**src/rtl/apb_slave_regfile.sv**
```systemverilog
// APB responder over a bank of 16-bit registers; register 0 is a read-only ID.
// Completes in 2+WAIT_STATES cycles; bad addresses and writes to reg 0 complete with perror.
module apb_slave_regfile #(
    parameter int          NUM_REGS    = 8,
    parameter int          WAIT_STATES = 0,
    parameter logic [15:0] ID_VALUE    = 16'hA5B0
) (
    input  logic        pclk,
    input  logic        preset,
    input  logic        psel,
    input  logic        penable,
    input  logic        pwrite,
    input  logic [15:0] paddr,
    input  logic [15:0] pwdata,
    output logic [15:0] prdata,
    output logic        pready,
    output logic        perror
);

    localparam int          AW    = (NUM_REGS > 2) ? $clog2(NUM_REGS) : 1;
    localparam logic [16:0] LIMIT = 17'(NUM_REGS);
    localparam logic [3:0]  WS    = 4'(WAIT_STATES);

    localparam logic [0:0] IDLE   = 1'b0;
    localparam logic [0:0] ACCESS = 1'b1;

    logic [0:0]  state;
    logic [3:0]  cnt;
    logic [15:0] cap_addr;
    logic [15:0] cap_wdata;
    logic        cap_write;
    logic [15:0] regs [NUM_REGS];

    logic        setup_err;
    logic [15:0] setup_rdata;
    logic        cap_err;
    logic [15:0] cap_rdata;
    logic [AW-1:0] setup_idx;
    logic [AW-1:0] cap_idx;

    assign setup_idx = paddr[AW-1:0];
    assign cap_idx   = cap_addr[AW-1:0];

    // With zero wait states the response is formed from the live setup-phase bus,
    // which at that edge is identical to what gets captured.
    always_comb begin
        setup_err   = ({1'b0, paddr} >= LIMIT) || (pwrite && (paddr == 16'd0));
        setup_rdata = 16'd0;
        if (!setup_err && !pwrite) begin
            setup_rdata = regs[setup_idx];
        end
    end

    always_comb begin
        cap_err   = ({1'b0, cap_addr} >= LIMIT) || (cap_write && (cap_addr == 16'd0));
        cap_rdata = 16'd0;
        if (!cap_err && !cap_write) begin
            cap_rdata = regs[cap_idx];
        end
    end

    always_ff @(posedge pclk) begin
        if (!preset) begin
            state     <= IDLE;
            cnt       <= 4'd0;
            pready    <= 1'b0;
            perror    <= 1'b0;
            prdata    <= 16'd0;
            cap_addr  <= 16'd0;
            cap_wdata <= 16'd0;
            cap_write <= 1'b0;
            for (int i = 0; i < NUM_REGS; i++) begin
                regs[i] <= (i == 0) ? ID_VALUE : 16'd0;
            end
        end else begin
            case (state)
                IDLE: begin
                    pready <= 1'b0;
                    perror <= 1'b0;
                    prdata <= 16'd0;
                    if (psel && !penable) begin
                        cap_addr  <= paddr;
                        cap_wdata <= pwdata;
                        cap_write <= pwrite;
                        cnt       <= WS;
                        state     <= ACCESS;
                        if (WAIT_STATES == 0) begin
                            pready <= 1'b1;
                            perror <= setup_err;
                            prdata <= setup_rdata;
                        end
                    end
                end
                ACCESS: begin
                    if (!psel || !penable) begin
                        // Master abandoned the transfer: nothing is committed.
                        state  <= IDLE;
                        pready <= 1'b0;
                        perror <= 1'b0;
                        prdata <= 16'd0;
                    end else if (pready) begin
                        if (cap_write && !cap_err) begin
                            regs[cap_idx] <= cap_wdata;
                        end
                        state  <= IDLE;
                        pready <= 1'b0;
                        perror <= 1'b0;
                        prdata <= 16'd0;
                    end else if (cnt > 4'd1) begin
                        cnt <= cnt - 4'd1;
                    end else begin
                        pready <= 1'b1;
                        perror <= cap_err;
                        prdata <= cap_rdata;
                    end
                end
                default: state <= IDLE;
            endcase
        end
    end

endmodule
```
**config.mk**
```make
export PLATFORM = sky130hd
export DESIGN_NAME = apb_slave_regfile
export DESIGN_NICKNAME = d
export VERILOG_FILES = /design/src/rtl/apb_slave_regfile.sv
export SDC_FILE = /design/constraint.sdc
export NUM_CORES = 1
export LEC_CHECK = 0
export ABC_CLOCK_PERIOD_IN_PS = 6900
export BUFFER_PORTS_ARGS = -buffer_cell sky130_fd_sc_hd__buf_4
export CORE_MARGIN = 2
export CORE_UTILIZATION = 42
export DETAILED_ROUTE_END_ITERATION = 10
export PLACE_DENSITY = 0.69
export SYNTH_ARGS = -nofsm -noshare
export SYNTH_HDL_FRONTEND = slang
export SYNTH_SLANG_ARGS = --single-unit
```
**constraint.sdc**
```tcl
create_clock -name pclk -period 6.9 [get_ports pclk]
set_input_delay 1.725 -clock pclk [delete_from_list [all_inputs] [get_ports pclk]]
set_output_delay 1.725 -clock pclk [all_outputs]
set_load 0.02 [all_outputs]
```
==> impl_metrics.ini <==
[global_route]
groute.usage.overall = 0.2064
global_route_wire_length_before_repair_mm = 33.91
grt_antenna_before_repair = 0
first_global_vias = 5835
maximum_number_of_pins_on_one_net_before_global_route_repair = 54
grt_remaining_overflow = 0

[clock_tree]
cts_buffer_depth = 2
insertion_delay_ns = 0.43
post_cts.repair.setup_buffers = 0
cts.reportedPaths.clkPinSlew_ns = 0.07
ctsResizeCount = 0
clockRootBuffer = sky130_fd_sc_hd__clkbuf_16
cts_buf_count = 17
hold_buffers = 0
clock-sinks = 187
htree_levels = 4
clock_tree_from_tritoncts = done

[floorplan]
top_level_ports = 55
row_count = 53
core-area_um2 = 21090
floorplan.die_area_um2 = 22760
floorplan.initialDensity = 0.4296
die_h_um = 150.9
die_w_um = 150.9

[logic_synthesis]
postSynthCellCount = 664
synth-seq-cells = 187
synth_largest_type_area_fraction = 0.4243
yosys.area.top_type = sky130_fd_sc_hd__edfxtp_1
seq_area_frac_synth = 0.5547
count_of_cell_types_in_the_netlist = 38
synthesized_area_um2 = 9059
syn_avg_cell_area_um2 = 13.64
synth_area_leaders = sky130_fd_sc_hd__edfxtp_1, sky130_fd_sc_hd__mux4_2, sky130_fd_sc_hd__dfxtp_1
yosysWarnings = 0

[placement]
numPlacedInstances = 965
place.port_buffers = 54
placed_cell_area_um2 = 9724
place.detailed.hpwl_mm = 14.62
place_congestion = 0.8419

[layout]
layout.cells.most_common_list = sky130_fd_sc_hd__edfxtp_1, sky130_fd_sc_hd__and2_1, sky130_fd_sc_hd__nand2_1, sky130_fd_sc_hd__mux4_2, sky130_fd_sc_hd__buf_4
antenna_cells_inserted = 0
area_delta_synth_final_pct = 14.23
stdcell_area_um2 = 10350
final_core_utilization = 0.4907
nets = 748
finish.cell_count_without_fillers = 997
final_common_cell = sky130_fd_sc_hd__edfxtp_1
filler_cell_count = 1842
post_route_cells_drive_above_1_share = 0.2659

[detailed_routing]
detail_route.wl_per_cell_um = 22.40
drt_iter0_drc = 441
postRouteWirelength_mm = 22.33
first_pass_iters = 5
route.antenna.remaining_nets = 0
num_vias = 5720
vias_per_cell = 5.737
route.detailed.drc = 0

[setup_path]
crit_fanout = 27
worstSetupEndpointType = flop
critical_path_arrival_ns = 4.10
worst_ep_required_time_ns = 6.96
critical_path_class = in2reg
crit_path_start_kind = input port

[timing]
timing.max_slew.rel_slack = 0.2468
setup_tns_ns = 0
max_freq_mhz = 247.6
skew_ns = 0.007990
finalWorstPathRequiredPeriod_ns = 4.040
setup_failing_eps_final = 0
worst-slew-pin-transition_ns = 1.128
rsz0062_at_grt = false
fin_max_slew_vios = 0
fin_crit_sh = 0.5854
timing.final.hold_violations = 0

[run]
cap_viol_max_count = 0

[worst_hold_path]
min_path_type = reg2reg

[pwr]
power_per_cell_area_nw_per_um2 = 240.6
leakage_uw = 0.003663
vdd_drop_max_mv = 0.1833

[run_status]
status = complete, no violations
-- worst max-delay path: stages --
cell and delay (ns):
sky130_fd_sc_hd__buf_4 0.32, sky130_fd_sc_hd__and3_1 0.27, sky130_fd_sc_hd__nand4_4 0.25, sky130_fd_sc_hd__nor4_4 0.74, sky130_fd_sc_hd__nand2b_1 0.77
-- flip-flops by register name (all words and copies together) (netlist names), named ones only --
name,count
cap_addr,16
cap_wdata,16
cap_write,1
cnt,4
perror,1
prdata,16
pready,1
regs,128
state,1
-- per-layer routing --
layer  track usage  up-vias  part of all wire
li1              -     2583                 -
met1        0.2701     2848              0.42
met2        0.3491      252              0.50
met3       0.03554       37             0.060
met4       0.07196        0             0.022
met5             0        -                 0
-- final timing paths --
path | slack (ns) | start | cells after the start | end
hold reg to reg | 0.46 | cap_addr[8] | 2 | cap_addr[8]
hold / removal | 0.46 | cap_addr[8] | 2 | cap_addr[8]
setup / recovery | 2.86 | preset | 5 | regs[5][15]
setup reg to reg | 3.71 | cap_addr[1] | 5 | regs[5][15]
-- through the flow --
| stage | power [uW] | hold WS, ns | worst slack (ns) |
|---|---|---|---|
| finish | 2490 | 0.4553 | 2.860 |
| global route | 2564 | 0.4835 | 2.727 |
| CTS | 2498 | 0.4575 | 2.877 |
| detailed placement | 1507 | 0.4479 | 2.449 |
| global placement | 1501 | 0.4468 | 2.568 |
| floorplan | 1430 | 0.4360 | 3.312 |
-- final cells by class --
cell class                 count  area [um2]  share of cell area
clock inverter                 8       65.06            0.006288
inverter                       6       22.52            0.002177
sequential                   187        5027              0.4859
timing repair buffer          62       465.4             0.04498
tap                          275       344.1             0.03325
clock buffer                  24       558.0             0.05393
multi-input combinational    435        3865              0.3735
-- cells by family after synthesis --
logic type / count (synthesis) / synth area share
compound gates: 78 / 0.06174
fa+ha+maj: 2 / 0.002762
buf+inv: 56 / 0.02666
flops: 187 / 0.5547
mux: 96 / 0.1945
other cells: 2 / 0.0008290
simple gates: 243 / 0.1588
-- synthesized netlist by cell type, drive strengths merged --
cell	n
mux2i	32
o31a	1
or2	2
a21oi	37
a31oi	1
nand4	3
o31ai	17
buf	13
nor2	5
and2	112
conb	2
ha	2
and4b	1
or3	3
nor4	11
nand2b	11
nand3	2
and3	2
mux4	64
dfxtp	59
nor3	19
or3b	1
nand2	69
clkbuf	37
o221a	16
o311ai	1
o21ai	5
nor4b	1
nor3b	1
inv	6
edfxtp	128
-- power breakdown --
| part | internal (uW) | switching, uW | leakage, uW |
|---|---|---|---|
| combinational | 94.0 | 111 | 0.00156 |
| sequential | 1240 | 41.3 | 0.00179 |
| clock | 575 | 432 | 0.000313 |
No activity file was read; power rests on OpenSTA's default activity.
